$ cat config.mk
export PLATFORM = sky130hd
export DESIGN_NAME = csr_exec
export DESIGN_NICKNAME = d
export VERILOG_FILES = /design/src/rtl/csr_exec.sv
export SDC_FILE = /design/constraint.sdc
export NUM_CORES = 1
export LEC_CHECK = 0
export CAP_MARGIN = 20
export CORE_MARGIN = 3
export CORE_UTILIZATION = 47
export CTS_CLUSTER_DIAMETER = 30
export CTS_CLUSTER_SIZE = 28
export DETAILED_ROUTE_END_ITERATION = 8
export PLACE_DENSITY = 0.86
export SLEW_MARGIN = 10
export SYNTH_ARGS = -nofsm -noshare
export SYNTH_HDL_FRONTEND = slang
export SYNTH_SLANG_ARGS = --single-unit
$ cat constraint.sdc
create_clock -name clk -period 3.3 [get_ports clk]
set_clock_uncertainty 0.15 [all_clocks]
set_input_delay 0.33 -clock clk [delete_from_list [all_inputs] [get_ports clk]]
set_output_delay 0.33 -clock clk [all_outputs]
set_load 0.1 [all_outputs]
$ cat src/rtl/csr_exec.sv
// csr_exec: Zicsr execute unit; side-effect-free CHECK cycle, then COMMIT write, then RESP.
// Latency 3 cycles accept-to-out_valid; in_ready only in IDLE; RESP holds until out_ready or flush.
// Optional macro CSR_RO_TRAP_EN: writes to csr[11:10]=11 trap instead of being silently dropped.
module csr_exec (
  input  logic        clk,
  input  logic        reset_n,
  input  logic        in_valid,
  output logic        in_ready,
  input  logic [2:0]  in_funct3,
  input  logic [4:0]  in_rs1,
  input  logic [31:0] in_rs1_data,
  input  logic [4:0]  in_rd,
  input  logic [11:0] in_csr,
  input  logic [29:0] in_pc,
  input  logic [31:0] in_insn,
  input  logic        flush,
  output logic [11:0] csr_addr,
  output logic [1:0]  csr_write,
  output logic [31:0] csr_wdata,
  input  logic        csr_error,
  input  logic [31:0] csr_rdata,
  output logic        out_valid,
  input  logic        out_ready,
  output logic [4:0]  out_rd,
  output logic [31:0] out_data,
  output logic        out_exc,
  output logic [3:0]  out_exc_cause,
  output logic [29:0] out_pc
);

  localparam logic [3:0] IILLEGAL = 4'd2;

  typedef enum logic [1:0] {IDLE, CHECK, COMMIT, RESP} state_t;

  typedef struct packed {
    logic [2:0]  funct3;
    logic [4:0]  rs1;
    logic [31:0] rs1_data;
    logic [4:0]  rd;
    logic [11:0] csr;
    logic [29:0] pc;
    logic [31:0] insn;
  } req_t;

  state_t      state_q, state_d;
  req_t        req_q;
  logic [31:0] old_q;
  logic        illegal_q;

  logic [1:0]  op;
  logic        wr_needed;
  logic        ro_space;
  logic        ro_drop;
  logic        illegal_c;
  logic        accept;

  assign op        = req_q.funct3[1:0];
  // CSRRW always writes; set/clear with rs1/zimm of zero is a pure read
  assign wr_needed = (op == 2'b01) || (req_q.rs1 != 5'd0);
  assign ro_space  = (req_q.csr[11:10] == 2'b11);

`ifdef CSR_RO_TRAP_EN
  assign illegal_c = (op == 2'b00) || csr_error || (wr_needed && ro_space);
  assign ro_drop   = 1'b0;
`else
  assign illegal_c = (op == 2'b00) || csr_error;
  assign ro_drop   = ro_space;
`endif

  assign accept = (state_q == IDLE) && in_valid && !flush;

  always_ff @(posedge clk or negedge reset_n) begin
    if (!reset_n) begin
      state_q   <= IDLE;
      req_q     <= '0;
      old_q     <= '0;
      illegal_q <= 1'b0;
    end else begin
      state_q <= state_d;
      if (accept) begin
        req_q.funct3   <= in_funct3;
        req_q.rs1      <= in_rs1;
        req_q.rs1_data <= in_rs1_data;
        req_q.rd       <= in_rd;
        req_q.csr      <= in_csr;
        req_q.pc       <= in_pc;
        req_q.insn     <= in_insn;
      end
      if (state_q == CHECK) begin
        old_q     <= csr_rdata;
        illegal_q <= illegal_c;
      end
    end
  end

  always_comb begin
    state_d   = state_q;
    csr_write = 2'b00;
    case (state_q)
      IDLE:   if (accept) state_d = CHECK;
      CHECK:  state_d = flush ? IDLE : COMMIT;
      COMMIT: begin
        if (wr_needed && !illegal_q && !ro_drop && !flush) csr_write = op;
        state_d = flush ? IDLE : RESP;
      end
      RESP:   if (flush || out_ready) state_d = IDLE;
      default: state_d = IDLE;
    endcase
  end

  assign in_ready      = (state_q == IDLE);
  assign csr_addr      = req_q.csr;
  assign csr_wdata     = req_q.funct3[2] ? {27'd0, req_q.rs1} : req_q.rs1_data;

  assign out_valid     = (state_q == RESP);
  assign out_rd        = illegal_q ? 5'd0 : req_q.rd;
  assign out_data      = illegal_q ? req_q.insn : old_q;
  assign out_exc       = illegal_q;
  assign out_exc_cause = illegal_q ? IILLEGAL : 4'd0;
  assign out_pc        = req_q.pc;

endmodule

== Yosys cells after proc, flatten, opt, wreduce, memory -nomap -nowiden ==
Index checks and enable logic that the tools add are counted.

* Input bits: 157
* Output and inout bits: 120
* Flip-flop bits (word level): 154
* Logic and storage cells: 43

* Multiplexer cells: 11
* Reduce and logical (&&, ||, !) cells: 15
* Eq/ne operators: 7

{| class="wikitable"
|+ Operators by type and width
! operator !! number
|-
| two-way mux 32 bit || 2
|-
| two-way mux 2 bit || 7
|-
| one-hot mux 2 bit (4 select lines) || 1
|-
| == test 2 bit (second input constant) || 3
|-
| logical AND 1 bit || 5
|-
| two-way mux 5 bit || 1
|-
| nonzero test 5 bit || 1
|-
| == test 2 x 1 -> 1 bit (second input constant) || 2
|-
| logical NOT 2 bit || 2
|-
| inequality test 2 x 1 -> 1 bit (second input constant) || 2
|-
| logical NOT 1 bit || 3
|-
| logical OR 1 bit || 3
|-
| AND reduction 2 bit || 1
|}

== Depth between registers and ports, before layout ==
Gate-level depths: netlist (run 1).

* Depth after elaboration: 7
* Gate-level depth with buffers: 5
* Mapped depth without buffers: 3

== Least setup slack after synthesis (run 1) ==
Ideal clock, no wire load.

* Kind: register to output
* Start point: register illegal_q, in the netlist out_exc
* End point: output port csr_write[0]
* Data required time: 2.820 ns
* Stages on the path, launching flop included: 5
* Slack: -0.219 ns
* Data arrival time: 3.039 ns
* Buffers on the path: 1
* Path through: dfrtp_1 buf_2 nor4b_1 nand3_1 a21oi_1

* Longest elaborated chain between the ends: 6

{| class="wikitable"
|+ Ends and longest elaborated chain
! what !! line !! source
|-
| start, declared || 48 || <nowiki>logic illegal_q;</nowiki>
|-
| start signal, assigned || 91 || <nowiki>illegal_q <= illegal_c;</nowiki>
|-
| logical NOT 1 bit || 103 || <nowiki>if (wr_needed && !illegal_q && !ro_drop && !flush) csr_write = op;</nowiki>
|-
| logical AND 1 bit (3 in a row) || 103 ||
|-
| two-way mux 2 bit || 103 ||
|-
| two-way mux 2 bit || 99 || <nowiki>case (state_q)</nowiki>
|-
| end, declared || 18 || <nowiki>output logic [1:0] csr_write,</nowiki>
|}

Every way passes these cells.

== Worst setup path in the final report (run 1) ==
* Start point: register req_q[118] (netlist name)
* End point: output port csr_wdata[2]

* Longest elaborated chain between the ends: 1

{| class="wikitable"
|+ Ends and longest elaborated chain
! what !! line !! source
|-
| start, declared || 46 || <nowiki>req_t req_q;</nowiki>
|-
| two-way mux 32 bit || 113 || <nowiki>assign csr_wdata = req_q.funct3[2] ? {27'd0, req_q.rs1} : req_q.rs1_data;</nowiki>
|-
| end, declared || 19 || <nowiki>output logic [31:0] csr_wdata,</nowiki>
|}

Every way passes these cells.

==> results of run 1 <==
[stage by stage]
step,utilization (%),total power (µW)
2_1_floorplan,-,6730
3_3_place_gp,65.3,7600
3_5_place_dp,65.3,7690
4_1_cts,69.5,9640
5_1_grt,69.5,9910
6_report,69.5,9560
[registers in the layout (all words and copies together) (netlist names)]
name	count
out_exc	1
req_q	75
out_pc	30
state_q	2
old_q	32
csr_addr	12
op	2
[cells by family after synthesis]
kind of cell	Yosys count
AOI/OAI and AO/OA	4
buffers and inverters	70
DFF	154
muxes	188
other	1
and+or+nand+nor	49
[where the power goes]
part	internal (µW)	switching (µW)
Combinational	1330	3670
Clock	1180	738
Sequential	2360	276
[timing repair]
item                                   in CTS  in global routing
hold buffers                                1                  0
endpoints found under the hold margin      91                  0
resized for setup                           0                  0
setup endpoints to repair                   0                  0
[final timing paths]
kind                            start      endpoint  depth (start not counted)
hold reg to reg             req_q[85]     req_q[85]                          1
setup reg to reg           state_q[1]     old_q[15]                          3
setup / recovery           req_q[118]  csr_wdata[2]                          3
hold / removal              req_q[85]     req_q[85]                          1
min in group asynchronous     reset_n     req_q[12]                          2
max in group asynchronous     reset_n      old_q[9]                          3
[layer usage]
layer / GRT usage [%] / routed length (µm) / vias to the layer above
li1: - / - / 2029
met1: 23.7 / 6250 / 2168
met2: 36.2 / 8420 / 195
met3: 7.65 / 1440 / 28
met4: 8.08 / 400 / 0
met5: 0 / 0 / -
[worst reg2reg max path, cell delays in order, from the launching register on]
cell     delay (ps)
dfrtp_1         480
nor2b_4         680
buf_4           290
mux2_2          340
[layout make-up]
type,count,area share (%)
clock buffers,20,4.46
clock inverters,12,1.53
multi-input cells,244,25.2
flip-flops and latches,154,39.3
well taps,180,2.30
repair buffers,281,27.2
[cell usage in the layout (no fill, tap or decap), types with 2 or more instances in the layout]
| cell type | synthesis | final |
|---|---|---|
| bufinv_16 | 0 | 3 |
| clkdlybuf4s50_1 | 0 | 194 |
| nand2_1 | 2 | 2 |
| nor2_1 | 7 | 6 |
| clkinvlp_4 | 0 | 3 |
| clkinv_2 | 0 | 4 |
| conb_1 | 1 | 3 |
| buf_12 | 0 | 5 |
| clkbuf_1 | 5 | 3 |
| clkinv_4 | 0 | 2 |
| mux2_2 | 188 | 188 |
| nor2b_1 | 32 | 32 |
| buf_4 | 49 | 80 |
| dfrtp_1 | 154 | 153 |
| clkbuf_16 | 0 | 17 |
| nand3_1 | 2 | 2 |
| a21oi_1 | 3 | 2 |
==> flow_summary.yaml, run 1 <==
status:
  outcome: "finished clean"
sta:
  fin_ws_ps: 758
  drv_slew: 0
  fmax_ghz: 0.393
  period_minus_slack_ps: 2540
  grt_setup_unrepaired: "no"
  worstMarginPinSlew_ps: 999
  finalSetupTns_ps: 0
  timing.slew.headroom_pct: 33.2
  final-hold-violation-count: 0
  hold_ws_ps: 350
  finalCritPeriodShare_pct: 77.0
  setup-violations-final: 0
global_routing:
  track_usage_pct: 20.9
  grt_pass1_wl_mm: 26.1
  antenna_found_initial: 0
  grt_overflow: 0
  grt_pass1_vias: 4926
  grt_max_degree: 93
detailed_routing:
  dr_total_vias: 4420
  wirelength_mm: 16.5
  wire_per_inst_um: 18.5
  avgViaCountPerCell: 4.96
  drtIter0Drc: 128
  detail-route-antenna-nets: 0
  dr.pass1.iters: 4
  drc: 0
yosys:
  synth_area_per_cell_um2: 14.8
  syn_area_um2: 6880
  synth_ff_type: "dfrtp_1"
  yosysTopAreaCellShare_pct: 56.0
  synth_adder_area_share_pct: 0
  async_reset_ff_share_pct: 100
  synthTopCellsByCount: "mux2_2 (188), dfrtp_1 (154), buf_4 (49)"
  ys_ff_latch: 154
  synthMuxAreaShare_pct: 30.8
  synth_cell_types: 20
  synth-compound-area-share_pct: 0.327
  yosysTopAreaCell: "dfrtp_1"
  synth_seq_area_share_pct: 56.0
  synth_edf_count: 0
  synth_most_common_cell: "mux2_2"
  synth-simple-area-share_pct: 4.42
  synth_warnings: 0
  netlist_instances: 466
  synth_top_family_by_area: "multiplexers"
  yosys-top-cells-area: "dfrtp_1 (56%), mux2_2 (31%), buf_4 (5.3%)"
  synth-xor-area-share_pct: 0
placement:
  gp_congestion: 0.801
  place_ws_ps: 936
  dpl_cell_area_um2: 9200
  place_inst: 858
  hpwl_mm: 12.2
  io_buffers: 273
layout:
  syn2layout_area_growth_pct: 42.4
  regArea_um2: 3850
  multiInputGateArea_um2: 2470
  drive_gt1_share_pct: 43.6
  fin_cells: 891
  fin_nets: 855
  nFillCells: 973
  diodes: 0
  design_area_um2: 9800
cts:
  cts_sinks: 154
  clk_latency_ps: 410
  cts_root_buf: "clkbuf_16"
  htreeDepth: 4
  cts_setup_buffers: 0
  clk_pin_slew_worst_paths_ps: 60
  clockBufferDepth: 2
  cts_buffers: 17
  cts_tree: "built"
setup_path:
  crit_required_ps: 2820
  critPathBufInv: 2
  critPathSlowestCell: "dfrtp_1"
  cp.arrival_ps: 2060
  critPathMostFrequentCell: "buf_4"
  crit_family: "flip-flops"
  critPathLaunchType: "register"
  r2r_slack_ps: 1230
  cp_max_fo: 17
  slowest_delay_ps: 720
  crit_chain: "buf_4 -> mux2_2 -> buf_4"
  end_kind: "primary output"
  critical_path_class: "register to primary output"
flow_run:
  cap_violations: 0
power:
  power.density_nw_per_um2: 975
  ir_drop_uv: 709
  leakage_uw: 0.00414
die:
  num_rows: 43
  initial_core_util_pct: 48.8
  die_height_um: 127
  die-area_um2: 16100
  die-width_um: 127
  coreArea_um2: 14100
  ios: 277
min_path:
  hold_path.class: "register to register"
Note: power is estimated with default switching activity, not from simulation.
==> run 2, diff against run 1 <==
--- a/config.mk
+++ b/config.mk
@@ -7,11 +7,11 @@
 export LEC_CHECK = 0
 export CAP_MARGIN = 20
 export CORE_MARGIN = 3
-export CORE_UTILIZATION = 47
+export CORE_UTILIZATION = 39
 export CTS_CLUSTER_DIAMETER = 30
 export CTS_CLUSTER_SIZE = 28
 export DETAILED_ROUTE_END_ITERATION = 8
-export PLACE_DENSITY = 0.86
+export PLACE_DENSITY = 0.76
 export SLEW_MARGIN = 10
 export SYNTH_ARGS = -nofsm -noshare
 export SYNTH_HDL_FRONTEND = slang
==> constraint.sdc (replaced) <==
create_clock -name clk -period 2.1 [get_ports clk]
set_clock_uncertainty 0.15 [all_clocks]
set_input_delay 0.21 -clock clk [delete_from_list [all_inputs] [get_ports clk]]
set_output_delay 0.21 -clock clk [all_outputs]
set_load 0.1 [all_outputs]
==> flow_summary.yaml, run 2 (same netlist as run 1, synthesis figures left out) <==
sta:
  period_minus_slack_ps: 2120
  drv_slew: 0
  finalCritPeriodShare_pct: 101
  final-hold-violation-count: 0
  setup-violations-final: 1
  fmax_ghz: 0.472
  grt_setup_unrepaired: "yes"
  fin_ws_ps: -17.8
die:
  ios: 277
  coreArea_um2: 16900
  die-area_um2: 19300
  initial_core_util_pct: 40.6
  num_rows: 47
  die-width_um: 139
  die_height_um: 139
power:
  pwr-share-clk_pct: 16.8
  power_frac_comb_pct: 57.6
  pwr-share-seq_pct: 25.6
  p_switching_uw: 7660
  leakage_uw: 0.00460
  ir_drop_uv: 1050
  power.density_nw_per_um2: 1490
  internal_power_uw: 8540
  power_uw: 16200
  p_sw_share_pct: 47.3
layout:
  drive_gt1_share_pct: 52.4
  layout_common_cells: "mux2_2 (188), clkdlybuf4s50_1 (155), dfrtp_1 (150), buf_12 (82), buf_4 (59)"
  diodes: 0
  fin_nets: 874
  final_common_cell: "mux2_2"
  top_register: "req_q"
  syn2layout_area_growth_pct: 58.2
  largest_reg_flops: 75
detailed_routing:
  wirelength_mm: 17.8
  wire_per_inst_um: 18.8
  drc: 0
  detail-route-antenna-nets: 0
  dr_total_vias: 4563
  avgViaCountPerCell: 4.82
  drtIter0Drc: 77
  dr.pass1.iters: 4
setup_path:
  r2r-start: "state_q[0]"
  reg2regPathDepth: 5
  end_kind: "primary output"
  rr_endpoint: "out_pc[23]"
  crit_start: "req_q[114]"
  cp.arrival_ps: 1760
  critical_path_class: "register to primary output"
  cp_max_fo: 2
  r2r_slack_ps: 210
  critPathLaunchType: "register"
  crit_required_ps: 1740
cts:
  htreeDepth: 4
  cts_root_buf: "clkbuf_16"
  cts_sinks: 154
  clockBufferDepth: 2
  cts_buffers: 17
  clk_pin_slew_worst_paths_ps: 60
  clk_latency_ps: 410
  cts_tree: "built"
placement:
  gp_congestion: 0.887
  hpwl_mm: 13.5
  place_ws_ps: -31.0
  io_buffers: 273
min_path:
  hold_path.class: "primary input to async pin"
global_routing:
  grt_pass1_wl_mm: 28.1
  antenna_found_initial: 0
  grt_pass1_vias: 5160
  grt_overflow: 0
  track_usage_pct: 18.3
  grt_max_degree: 52
status:
  outcome: "complete, but fails checks"
  violations: "setup timing"
flow_run:
  cap_violations: 0
==> run 2: cell count changes in the layout (fill, tap and decap cells not counted), moves of 3 or more <==
cell and delta:
clkdlybuf4s50_1 -39, dfrtp_1 -3, bufinv_16 -3, buf_4 -21, buf_12 +77, clkbuf_8 +3
nor2b_1 -6, nor2b_4 +5
==> run 2: through the flow <==
step	TNS [ps]	utilization, %	instances	hold WS (ps)	cell area, µm²
3_5_place_dp	-977	61.0	916	35.8	10300
4_1_cts	-272	64.2	947	157	10900
6_report	-17.8	64.3	947	153	10900
3_3_place_gp	0	61.0	916	26.6	10300
5_1_grt	-141	64.3	947	183	10900
2_1_floorplan	-6170	-	468	-236	6970
==> run 2: final cells by class <==
cell class	count	area, µm²
Timing Repair Buffer	300	3680
Multi-Input combinational cell	244	2550
Clock inverter	8	48.8
Sequential cell	154	3860
Clock buffer	21	470
Fill cell	1207	6050
Tap cell	220	275
==> run 2: power by group through the flow <==
stage | registers [µW] | logic [µW] | clock network (µW)
after floorplan | 4060 | 6590 | 0
after global placement | 4140 | 9270 | 0
after detailed placement | 4190 | 9360 | 0
after CTS | 4150 | 9400 | 2790
after global routing | 4240 | 9590 | 2910
final | 4150 | 9340 | 2720
==> run 2: how the worst max path moves through the flow <==
stage | depth (start not counted) | endpoint | slack, ps
3_5_place_dp | 6 | out_pc[23] | -30
4_1_cts | 5 | csr_write[0] | -150
3_3_place_gp | 6 | op[1] | 30
6_report | 4 | csr_write[0] | -20
2_1_floorplan | 2 | csr_wdata[10] | -240
5_1_grt | 4 | csr_write[0] | -90
==> run 2: metal layers <==
layer	vias up	track usage (%)	routed length [µm]
met1	2284	21.1	6960
met2	190	31.2	9020
met5	-	0	0
met4	0	6.33	337
met3	22	6.90	1440
li1	2067	-	-
==> run 2: worst max-delay path: stages, from the launching register on <==
cell,delay [ps]
dfrtp_1,390
or4_4,530
nor2_4,170
a21oi_4,80
buf_12,170
==> run 2: repair_timing <==
item	4_1_cts	5_1_grt
gates resized for setup	4	6
cloned	0	0
pin swaps	4	4
hold buffers	1	0
setup endpoints to repair	23	9
setup buffers	1	1
endpoints found under the hold margin	51	0
==> run 3, diff against run 2 <==
--- a/config.mk
+++ b/config.mk
@@ -6,12 +6,15 @@
 export NUM_CORES = 1
 export LEC_CHECK = 0
 export CAP_MARGIN = 20
+export CELL_PAD_IN_SITES_DETAIL_PLACEMENT = 0
+export CELL_PAD_IN_SITES_GLOBAL_PLACEMENT = 1
 export CORE_MARGIN = 3
-export CORE_UTILIZATION = 39
+export CORE_UTILIZATION = 31
 export CTS_CLUSTER_DIAMETER = 30
 export CTS_CLUSTER_SIZE = 28
 export DETAILED_ROUTE_END_ITERATION = 8
-export PLACE_DENSITY = 0.76
+export MAX_ROUTING_LAYER = met4
+export PLACE_DENSITY_LB_ADDON = 0.1
 export SLEW_MARGIN = 10
 export SYNTH_ARGS = -nofsm -noshare
 export SYNTH_HDL_FRONTEND = slang
==> flow_summary.yaml, run 3 (same netlist as run 1, synthesis figures left out) <==
placement:
  hpwl_mm: 13.3
  gp_congestion: 0.776
  io_buffers: 273
sta:
  setup-violations-final: 2
  fmax_ghz: 0.470
  grt_setup_unrepaired: "yes"
  fin_ws_ps: -28.2
  final-hold-violation-count: 0
  drv_slew: 0
  finalCritPeriodShare_pct: 101
  finalSetupTns_ps: -31.2
  period_minus_slack_ps: 2130
cts:
  clk_latency_ps: 410
  htreeDepth: 4
  clockBufferDepth: 2
  cts_root_buf: "clkbuf_16"
  cts_tree: "built"
  clk_pin_slew_worst_paths_ps: 60
  cts_sinks: 154
  cts_buffers: 17
global_routing:
  grt_pass1_vias: 4986
  grt_max_degree: 58
  track_usage_pct: 15.2
  grt_pass1_wl_mm: 27.3
  grt_overflow: 0
  antenna_found_initial: 1
setup_path:
  cp.arrival_ps: 1770
  rr_endpoint: "out_pc[7]"
  cp_max_fo: 2
  r2r-start: "state_q[0]"
  r2r_slack_ps: 170
  crit_required_ps: 1740
  end_kind: "primary output"
  critPathLaunchType: "register"
  reg2regPathDepth: 6
  critical_path_class: "register to primary output"
die:
  die_height_um: 155
  ios: 277
  num_rows: 53
  die-area_um2: 24000
  die-width_um: 155
  coreArea_um2: 21400
  initial_core_util_pct: 32.1
power:
  pwr-share-clk_pct: 18.1
  power.density_nw_per_um2: 1490
  internal_power_uw: 8800
  p_switching_uw: 7750
  p_sw_share_pct: 46.8
  power_frac_comb_pct: 57.1
  leakage_uw: 0.00465
  pwr-share-seq_pct: 24.8
  ir_drop_uv: 714
layout:
  final_common_cell: "mux2_2"
  fin_nets: 874
  nFillCells: 1806
  syn2layout_area_growth_pct: 61.4
  largest_reg_flops: 75
  fin_util_pct: 51.8
  drive_gt1_share_pct: 52.3
  top_register: "req_q"
  layout_common_cells: "mux2_2 (188), clkdlybuf4s50_1 (155), dfrtp_1 (152), buf_12 (85), buf_4 (55)"
detailed_routing:
  wire_per_inst_um: 17.8
  dr_total_vias: 4479
  wirelength_mm: 17.9
  detail-route-antenna-nets: 0
  drc: 0
  avgViaCountPerCell: 4.45
  drtIter0Drc: 115
  dr.pass1.iters: 6
status:
  violations: "setup timing"
  outcome: "complete, but fails checks"
flow_run:
  cap_violations: 0
min_path:
  hold_path.class: "primary input to async pin"
[run 3: cell count changes in the layout (fill, tap and decap cells not counted), sizes merged]
cell,previous run,this run
inv,0,4
clkinvlp,2,4
clkinv,6,3
diode,0,1
buf,144,143
clkbuf,21,20
bufinv,0,2
[run 3: worst max path at each step]
stage / depth (start not counted) / startpoint / endpoint
global placement: 6 / in_valid / req_q[25]
finish: 4 / req_q[115] / csr_write[0]
CTS: 4 / req_q[114] / csr_write[0]
floorplan: 2 / req_q[118] / csr_wdata[10]
detailed placement: 6 / in_valid / out_pc[7]
global route: 4 / req_q[115] / csr_write[0]
[run 3: timing repair]
| item | in CTS | in global routing |
|---|---|---|
| gates cloned | 1 | 1 |
| setup buffers | 2 | 2 |
| hold buffers | 1 | 0 |
| pin swaps | 1 | 7 |
| gates resized for setup | 5 | 3 |
| endpoints found under the hold margin | 43 | 0 |
| endpoints found under the setup margin | 34 | 14 |
[run 3: stage by stage]
step                      setup WS [ps]  power (µW)  std cells  cell area, µm²  hold slack [ps]
after floorplan                    -241       10600        468            6970             -236
after global placement             19.1       13400        966           10400             17.7
after detailed placement          -19.6       13500        966           10400             24.9
after CTS                         -64.8       16700       1002           11000              143
after global routing              -80.4       17200       1006           11100              163
final                             -28.2       16600       1006           11100              133
[run 3: layer usage]
metal / vias up / global-route usage, % / part of all wire, %
met1: 2248 / 16.7 / 39
met5: - / - / 0
met3: 10 / 5.31 / 7.8
met4: 0 / 4.29 / 1.0
li1: 2069 / - / -
met2: 152 / 26.1 / 52
[run 3: power by group through the flow]
| stage | clock network [µW] | logic [µW] | registers, µW |
|---|---|---|---|
| CTS | 3100 | 9490 | 4110 |
| global placement | 0 | 9340 | 4100 |
| finish | 3000 | 9450 | 4100 |
| detailed placement | 0 | 9400 | 4140 |
| floorplan | 0 | 6590 | 4060 |
| global route | 3240 | 9730 | 4190 |
[run 3: final cells by class]
cell class | count | area, µm² | area share [%]
clock buffers | 19 | 433 | 3.90
well taps | 275 | 344 | 3.10
diodes | 1 | 2.50 | 0.0225
flip-flops and latches | 154 | 3860 | 34.8
multi-input cells | 244 | 2560 | 23.0
repair buffers | 300 | 3770 | 33.9
clock inverters | 13 | 140 | 1.26
[run 3: worst max-delay path, cell delays in order (launching register included)]
cell     delay [ps]
dfrtp_1         390
or4_4           560
nor2_4          150
a21oi_4          80
buf_12          160
